<file path="src/rtl/rf_scoreboard.sv">
// rf_scoreboard: expected-register table; on CPU halt (PC self-loop) or timeout, scans the RF and compares masked entries.
// Latency: scan takes NREGS+RD_LAT cycles after halt/timeout detection; results hold in DONE until start or reset.
// Backpressure: none; table writes are dropped outside IDLE/DONE. Optional RF_SCB_XCHECK_EN: 4-state compare + mismatch log.
module rf_scoreboard #(
   parameter int XLEN          = 32,
   parameter int NREGS         = 32,
   parameter int STABLE_CYCLES = 8,
   parameter int TIMEOUT       = 100000,
   parameter int RD_LAT        = 0
) (
   input  logic                       clk,
   input  logic                       rst_n,
   input  logic                       start,
   input  logic [XLEN-1:0]            pc,
   input  logic                       exp_we,
   input  logic [$clog2(NREGS)-1:0]   exp_idx,
   input  logic [XLEN-1:0]            exp_val,
   input  logic                       exp_clr,
   output logic [$clog2(NREGS)-1:0]   rf_raddr,
   input  logic [XLEN-1:0]            rf_rdata,
   output logic                       busy,
   output logic                       done,
   output logic                       pass,
   output logic                       timeout,
   output logic [$clog2(NREGS+1)-1:0] err_count,
   output logic [$clog2(NREGS+1)-1:0] chk_count,
   output logic [$clog2(NREGS)-1:0]   first_err_idx,
   output logic [XLEN-1:0]            first_err_got,
   output logic [XLEN-1:0]            first_err_exp
);

   localparam int IW = $clog2(NREGS);
   localparam int TW = $clog2(TIMEOUT + 1);
   localparam int SW = $clog2(STABLE_CYCLES + 1);

   typedef enum logic [1:0] {IDLE, RUN, SCAN, DONE} state_t;

   state_t            state_q, state_d;
   logic [XLEN-1:0]   exp_tab [NREGS];
   logic [NREGS-1:0]  mask_q;
   logic [XLEN-1:0]   prev_pc;
   logic [TW-1:0]     cyc_cnt;
   logic [SW-1:0]     stb_cnt;
   logic              issue_done;
   logic              cmp_vld;
   logic [IW-1:0]     cmp_idx;
   logic [XLEN-1:0]   cmp_exp;
   logic              cmp_msk;
   logic              mism;
   logic              idle_or_done, go, pc_same, stb_hit, cyc_hit, issue, last_cmp;

   assign idle_or_done = (state_q == IDLE) || (state_q == DONE);
   assign go           = start && idle_or_done;
   assign pc_same      = (pc == prev_pc);
   // The counter holds the number of consecutive equal pairs; the one that would make it STABLE_CYCLES-1 ends RUN.
   assign stb_hit      = (state_q == RUN) && pc_same && (stb_cnt == SW'(STABLE_CYCLES - 2));
   assign cyc_hit      = (state_q == RUN) && (cyc_cnt == TW'(TIMEOUT - 1));
   assign issue        = (state_q == SCAN) && !issue_done;
   assign last_cmp     = cmp_vld && (cmp_idx == IW'(NREGS - 1));

   assign busy = (state_q == RUN) || (state_q == SCAN);
   assign done = (state_q == DONE);
   assign pass = done && (err_count == '0) && !timeout;

   always_ff @(posedge clk or negedge rst_n) begin
      if (!rst_n) state_q <= IDLE;
      else        state_q <= state_d;
   end

   always_comb begin
      state_d = state_q;
      case (state_q)
         IDLE, DONE: if (start) state_d = RUN;
         RUN:        if (stb_hit || cyc_hit) state_d = SCAN;
         SCAN:       if (last_cmp) state_d = DONE;
         default:    state_d = IDLE;
      endcase
   end

   // Clear applies before the write so a same-cycle write survives with its mask bit set.
   always_ff @(posedge clk or negedge rst_n) begin
      if (!rst_n) begin
         mask_q <= '0;
         for (int i = 0; i < NREGS; i++) exp_tab[i] <= '0;
      end else if (idle_or_done) begin
         if (exp_clr) mask_q <= '0;
         if (exp_we) begin
            exp_tab[exp_idx] <= (exp_idx == '0) ? '0 : exp_val;
            mask_q[exp_idx]  <= 1'b1;
         end
      end
   end

   always_ff @(posedge clk or negedge rst_n) begin
      if (!rst_n) begin
         prev_pc <= '0;
         cyc_cnt <= '0;
         stb_cnt <= '0;
      end else begin
         prev_pc <= pc;
         if (go) begin
            cyc_cnt <= '0;
            stb_cnt <= '0;
         end else if (state_q == RUN) begin
            cyc_cnt <= cyc_cnt + 1'b1;
            stb_cnt <= pc_same ? stb_cnt + 1'b1 : '0;
         end
      end
   end

   always_ff @(posedge clk or negedge rst_n) begin
      if (!rst_n) begin
         rf_raddr   <= '0;
         issue_done <= 1'b0;
      end else if (state_q == RUN && (stb_hit || cyc_hit)) begin
         rf_raddr   <= '0;
         issue_done <= 1'b0;
      end else if (issue) begin
         if (rf_raddr == IW'(NREGS - 1)) issue_done <= 1'b1;
         else                            rf_raddr   <= rf_raddr + 1'b1;
      end
   end

   generate
      if (RD_LAT == 0) begin : g_lat0
         assign cmp_vld = issue;
         assign cmp_idx = rf_raddr;
      end else begin : g_lat1
         always_ff @(posedge clk or negedge rst_n) begin
            if (!rst_n) begin
               cmp_vld <= 1'b0;
               cmp_idx <= '0;
            end else begin
               cmp_vld <= issue;
               cmp_idx <= rf_raddr;
            end
         end
      end
   endgenerate

   assign cmp_exp = exp_tab[cmp_idx];
   assign cmp_msk = mask_q[cmp_idx];

`ifdef RF_SCB_XCHECK_EN
   assign mism = (rf_rdata !== cmp_exp);
`else
   assign mism = (rf_rdata != cmp_exp);
`endif

   always_ff @(posedge clk or negedge rst_n) begin
      if (!rst_n) begin
         timeout       <= 1'b0;
         err_count     <= '0;
         chk_count     <= '0;
         first_err_idx <= '0;
         first_err_got <= '0;
         first_err_exp <= '0;
      end else if (go) begin
         timeout       <= 1'b0;
         err_count     <= '0;
         chk_count     <= '0;
         first_err_idx <= '0;
         first_err_got <= '0;
         first_err_exp <= '0;
      end else begin
         if (cyc_hit) timeout <= 1'b1;
         if (cmp_vld && cmp_msk) begin
            chk_count <= chk_count + 1'b1;
            if (mism) begin
               err_count <= err_count + 1'b1;
               if (err_count == '0) begin
                  first_err_idx <= cmp_idx;
                  first_err_got <= rf_rdata;
                  first_err_exp <= cmp_exp;
               end
            end
         end
      end
   end

`ifdef RF_SCB_XCHECK_EN
   always_ff @(posedge clk) begin
      if (rst_n && cmp_vld && cmp_msk && mism)
         $display("x%0d exp %h got %h", cmp_idx, cmp_exp, rf_rdata);
   end
`endif

endmodule

</file>
<file path="config.mk">
export PLATFORM = sky130hd
export DESIGN_NAME = rf_scoreboard
export DESIGN_NICKNAME = d
export VERILOG_FILES = /design/src/rtl/rf_scoreboard.sv
export SDC_FILE = /design/constraint.sdc
export NUM_CORES = 2
export LEC_CHECK = 0
export CAP_MARGIN = 20
export CORE_MARGIN = 1.5
export CORE_UTILIZATION = 60
export CTS_CLUSTER_DIAMETER = 80
export DETAILED_ROUTE_END_ITERATION = 10
export PLACE_DENSITY = 0.78
export SYNTH_ARGS = -nofsm -noshare
export SYNTH_HDL_FRONTEND = slang
export SYNTH_SLANG_ARGS = --single-unit
</file>
<file path="constraint.sdc">
create_clock -name clk -period 8.6 [get_ports clk]
set_clock_uncertainty 0.2 [all_clocks]
set_input_delay 1.29 -clock clk [delete_from_list [all_inputs] [get_ports clk]]
set_output_delay 1.29 -clock clk [all_outputs]
set_load 0.01 [all_outputs]
</file>
# --- Yosys cells after proc, flatten, opt, wreduce, memory -nomap -nowiden ---
# Index checks and enable logic that the tools add are counted.
word_totals:
  regBits: 1199
  latch_bits: 0
  ramBits: 0
  mem_bits_ro: 0
  input_bits: 106
  output_inout_bits: 90
  mem_count: 0
classes:
  addsub: 5
  mul: 0
  div: 0
  n_lt_le_gt_ge: 6
  n_eq_ne: 12
  shifts: 0
  mux: 48
  bitwise_logic: 3
  reduce_logical: 34
op_table:
  columns: ["cell", "n"]
  rows:
  - ["$bwmux W1024", 1]
  - ["$mux W32", 15]
  - ["$bmux W32 S5", 1]
  - ["$demux W32 S5", 1]
  - ["$mux W5", 7]
  - ["$mux W17", 2]
  - ["$eq A32 B32 Y1", 1]
  - ["$ne A32 B32 Y1", 1]
  - ["$or A32 B32 Y32", 1]
  - ["$mux W6", 5]
  - ["$add A17 B1 Y17 const B", 1]
  - ["$eq A17 B17 Y1 const B", 1]
  - ["$reduce_bool A2 Y1", 7]
  - ["$add A6 B1 Y6 const B", 2]
  - ["$ge A6 B6 Y1 const B", 2]
  - ["$logic_and A1 B1 Y1", 12]
  - ["$lt A5 B6 Y1 const B", 2]
  - ["$mux W4", 3]
  - ["$not A5 Y6", 2]
  - ["$reduce_and A2 Y1", 4]
  - ["$mux W1", 7]
  - ["$logic_not A6 Y1", 1]
  - ["$lt A6 B1 Y1 const B", 1]
  - ["$mux W2", 3]
  - ["other kinds (18)", 25]

# --- Depth between registers and ports, before layout ---
logic_depth:
  ltp_word: 8
  depth_mapped: 19
  mapped_depth_nobuf: 10

# --- Worst setup path before layout ---
# No wires, ideal clock.
synth_path:
  kind: "flip-flop to flip-flop"
  from: "register rf_raddr[0]"
  to: "register first_err_exp[26]"
  arrival_ns: 3.561
  required_ns: 8.264
  path_slack_ns: 4.703
  path_stages_with_launch: 17
  path_buffers: 8
  synth_period_minus_slack_ns: 3.897
  cell_sequence: "dfrtp_1 > buf_6 > buf_8 > buf_8 > buf_12 > buf_8 > buf_6 > mux4_2 > o221ai_1 > nor3_1 > nor4b_1 > nand4_1 > nor4_2 > and4_4 > buf_6 > buf_6 > o41ai_1"
synth_between:
  elab_chain_cells: 8
synth_lines:
  columns: ["item", "line", "source"]
  rows:
  - ["start, declared", "19", "output logic [$clog2(NREGS)-1:0] rf_raddr,"]
  - ["start signal, assigned", "120", "else rf_raddr <= rf_raddr + 1'b1;"]
  - ["parallel branches: the longest is 8 deep, another holds $bmux W32 S5", null, null]
  - ["end signal, assigned", "174", "first_err_exp <= cmp_exp;"]
  - ["end, declared", "29", "output logic [XLEN-1:0] first_err_exp"]
# Several ways; the timed one is not identified. The select of a mux whose other input is x is not followed.
# A chain may end at the register's enable or synchronous reset.

# --- Final worst setup path ---
layout_path:
  from: "register rf_raddr[2]"
  to: "register first_err_got[1]"
layout_between:
  elab_chain_cells: 7
layout_lines:
  columns: ["item", "line", "source"]
  rows:
  - ["$not A5 Y6 (implied by the code)", "141", "assign cmp_exp = exp_tab[cmp_idx];"]
  - ["$bmux W32 S5", "141", null]
  - ["$mux W32 (implied by the code) (2 in a row)", "141", null]
  - ["$ne A32 B32 Y1", "147", "assign mism = (rf_rdata != cmp_exp);"]
  - ["$reduce_bool A2 Y1 (no source line)", null, null]
  - ["$reduce_and A3 Y1 (no source line) (*)", null, null]
  - ["end signal, assigned", "173", "first_err_got <= rf_rdata;"]
  - ["end, declared", "28", "output logic [XLEN-1:0] first_err_got,"]
# Mark *: on every way between the ends. The rest lies on a longest branch, timed or not. The select of a mux whose other input is x is not followed.

==> impl_metrics.toml <==
[status]
status = "finished clean"

[worst_setup_path]
crit_arrival_ns = 6.41
critPathKind = "reg2reg"
crit_path_top_delay_cell = "a2111oi_0"
worstPathRequired_ns = 8.93
cp-end-kind = "register"
worstPathCellList = "buf_12 -> nand2b_1 -> o221ai_1 -> o22ai_1 -> or3_1 -> o32ai_1 -> a2111oi_0 -> and4b_2 -> and4_4 -> o21ai_0"
cp_max_fo = 75
critPathMaxStageDelay_ns = 1.01
setup.worst_path.start_class = "register"

[global_routing]
grt_max_degree = 191
antenna_found_initial = 4
grt_overflow = 0
grt_pass1_wl_mm = 262
grt_usage_pct = 37.0
grt_pass1_vias = 42200

[clock_tree]
numCtsBuffers = 117
htreeDepth = 3
cts_tree = "yes"
clk_latency_ns = 0.72
cts_setup_buffers = 0
clock_tree.root_cell = "clkbuf_16"
numClockSinks = 1199
cts_resized = 0
clk_path_buf_depth = 3
ctsHoldBuffers = 0
clk_pin_slew_worst_paths_ns = 0.06

[pwr]
power_switching_mw = 5.36
power_frac_clock_pct = 30.6
power_mw = 17.6
swShare_pct = 30.5
power_frac_comb_pct = 21.0
cellPowerDensity_nw_per_um2 = 289
p_int_mw = 12.2
p_seq_share_pct = 48.3
p_leak_nw = 28.3
vdd_ir_drop_max_mv = 0.181

[drt]
wire_per_inst_um = 26.5
drt_iter0_markers = 5910
vias_per_cell = 6.64
drc = 0
drt-pass1-iter-count = 7
num_vias = 42900
wirelength_mm = 171
antenna_left = 0

[finish]
drive_gt1_share_pct = 10.3
fin_util_pct = 67.4
fin_area_um2 = 60900
syn2layout_area_growth_pct = 10.9
diodes = 0
finalNonFillerCells = 6458
nNetsFinal = 5309

[place]
portBuffers = 195
dp_hpwl_mm = 102
post-place-ws_ns = 2.91
gp_congestion = 0.982
dp_cells = 6247
dpl_cell_area_um2 = 56800

[synthesis]
ys_top_cells_by_count = "dfrtp_1 (1199), nand2_1 (1184), o21ai_0 (1057)"
synth_area_um2 = 54900
synth_most_common_cell = "dfrtp_1"
async_reset_ff_share_pct = 100
synth_top_cell_by_area = "dfrtp_1"
synth_ff_type = "dfrtp_1"
synth.avg_cell_area_um2 = 10.4
synth_top_cell_area_share_pct = 54.6
synth_edf_count = 0
syn_inst = 5301
ys_ff_latch = 1199
synth_cell_types = 86
synthTopCellsByArea = "dfrtp_1 (55%), o21ai_0 (9.6%), nand2_1 (8.1%)"
yosysSeqAreaShare_pct = 54.6
syn_nets = 5419
yosys_warnings = 0

[timing]
worst_hold_slack_ns = 0.275
finalMaxSlewViolations = 0
setup_slack_ns = 2.52
setup-tns-final_ns = 0
rsz0062_at_grt = "no"
finalCritPeriodShare_pct = 70.7
finalHoldViolCount = 0
setup_viol = 0
period_minus_slack_ns = 6.08
worst_pin_slew_ns = 1.22
slew_headroom_pct = 18.6
fmax_mhz = 164

[die]
dieArea_um2 = 93400
ios = 196
coreArea_um2 = 90400
die_x_um = 306
dieHeight_um = 306
start_util_pct = 60.7
num_rows = 110

[min_path]
min_path_type = "reg2reg"

[job]
max_cap_violations = 0
## layout make-up
| type | count | area, um^2 |
|---|---|---|
| flip-flops and latches | 1199 | 30000 |
| fillers | 6565 | 29500 |
| multi-input cells | 3565 | 22600 |
| clock buffers | 176 | 3560 |
| repair buffers | 279 | 2700 |
| well taps | 1176 | 1470 |
| clock inverters | 34 | 495 |
| inverters | 29 | 109 |
## power groups by stage
stage	combinational (mW)	sequential [mW]	clock, mW
5_1_grt	4.12	8.68	5.63
2_1_floorplan	2.55	8.21	0
3_3_place_gp	3.41	8.43	0
6_report	3.70	8.49	5.39
4_1_cts	3.63	8.46	5.40
3_5_place_dp	3.60	8.54	0
## worst max-delay path: cells and delay by family (launching register included)
family                 cells  cell delay (ns)
buffers and inverters      1             0.41
AOI/OAI and AO/OA          5             1.87
and+or+nand+nor            4             2.49
DFF                        1             0.82
## sequential cells by signal, indices dropped and copies added (netlist names), 5 cells and up
name,cells
exp_tab,1024
first_err_exp,32
first_err_got,32
mask_q,32
prev_pc,32
cyc_cnt,17
chk_count,6
err_count,6
first_err_idx,5
rf_raddr,5
## cell usage in the layout (no fill, tap or decap), types with 15 or more instances in the layout
cell type / synthesis / layout
buf_4: 17 / 75
o221ai_1: 36 / 36
clkinv_2: 0 / 16
clkbuf_8: 0 / 39
a22oi_1: 28 / 28
o21ai_1: 34 / 34
dfrtp_1: 1199 / 1194
o41ai_1: 22 / 22
and2_1: 183 / 183
clkdlybuf4s50_1: 0 / 194
mux2i_1: 175 / 175
o21ai_0: 1057 / 1057
clkbuf_16: 0 / 118
clkbuf_1: 384 / 19
xor2_1: 53 / 53
nand3_1: 42 / 42
nor3_1: 24 / 24
nand2_1: 1184 / 1150
mux4_2: 185 / 185
mux2_2: 20 / 20
a31oi_1: 15 / 15
o22ai_1: 26 / 26
a221oi_1: 16 / 16
nor2_1: 83 / 82
nand2_2: 1 / 35
a21oi_1: 35 / 35
nand4_1: 51 / 51
a41oi_1: 75 / 75
inv_1: 29 / 28
## metal layers
layer | vias to the layer above | share of wire [%] | global-route usage (%)
met5 | - | 0.025 | 0
met4 | 6 | 5.3 | 17.5
met3 | 569 | 13 | 11.0
met2 | 2633 | 44 | 54.9
met1 | 21300 | 38 | 50.5
li1 | 18400 | - | -
## final timing paths
kind	start	endpoint	slack [ns]	cells after the start
min in group asynchronous	rst_n	prev_pc[2]$_DFF_PN0_	0.44	1
max reg2reg	rf_raddr[2]$_DFFE_PN0P_	first_err_got[1]$_DFFE_PN0P_	2.52	10
min reg2reg	exp_tab[812]$_DFFE_PN0P_	exp_tab[812]$_DFFE_PN0P_	0.27	2
max	rf_raddr[2]$_DFFE_PN0P_	first_err_got[1]$_DFFE_PN0P_	2.52	10
max in group asynchronous	rst_n	exp_tab[72]$_DFFE_PN0P_	5.78	3
min	exp_tab[812]$_DFFE_PN0P_	exp_tab[812]$_DFFE_PN0P_	0.27	2
## kinds of logic (layout without fill, tap and decap cells)
| group | after synthesis | count (layout) | share of synthesized area [%] |
|---|---|---|---|
| XOR/XNOR | 64 | 64 | 1.02 |
| adder cells (fa/ha/maj) | 12 | 12 | 0.273 |
| flip-flops | 1199 | 1199 | 54.6 |
| multiplexers | 381 | 381 | 11.2 |
| buffers and inverters | 537 | 518 | 4.56 |
| AO/OA/AOI/OAI | 1437 | 1437 | 15.0 |
| AND/OR/NAND/NOR | 1671 | 1671 | 13.2 |
Note: power is estimated with default switching activity, not from simulation.
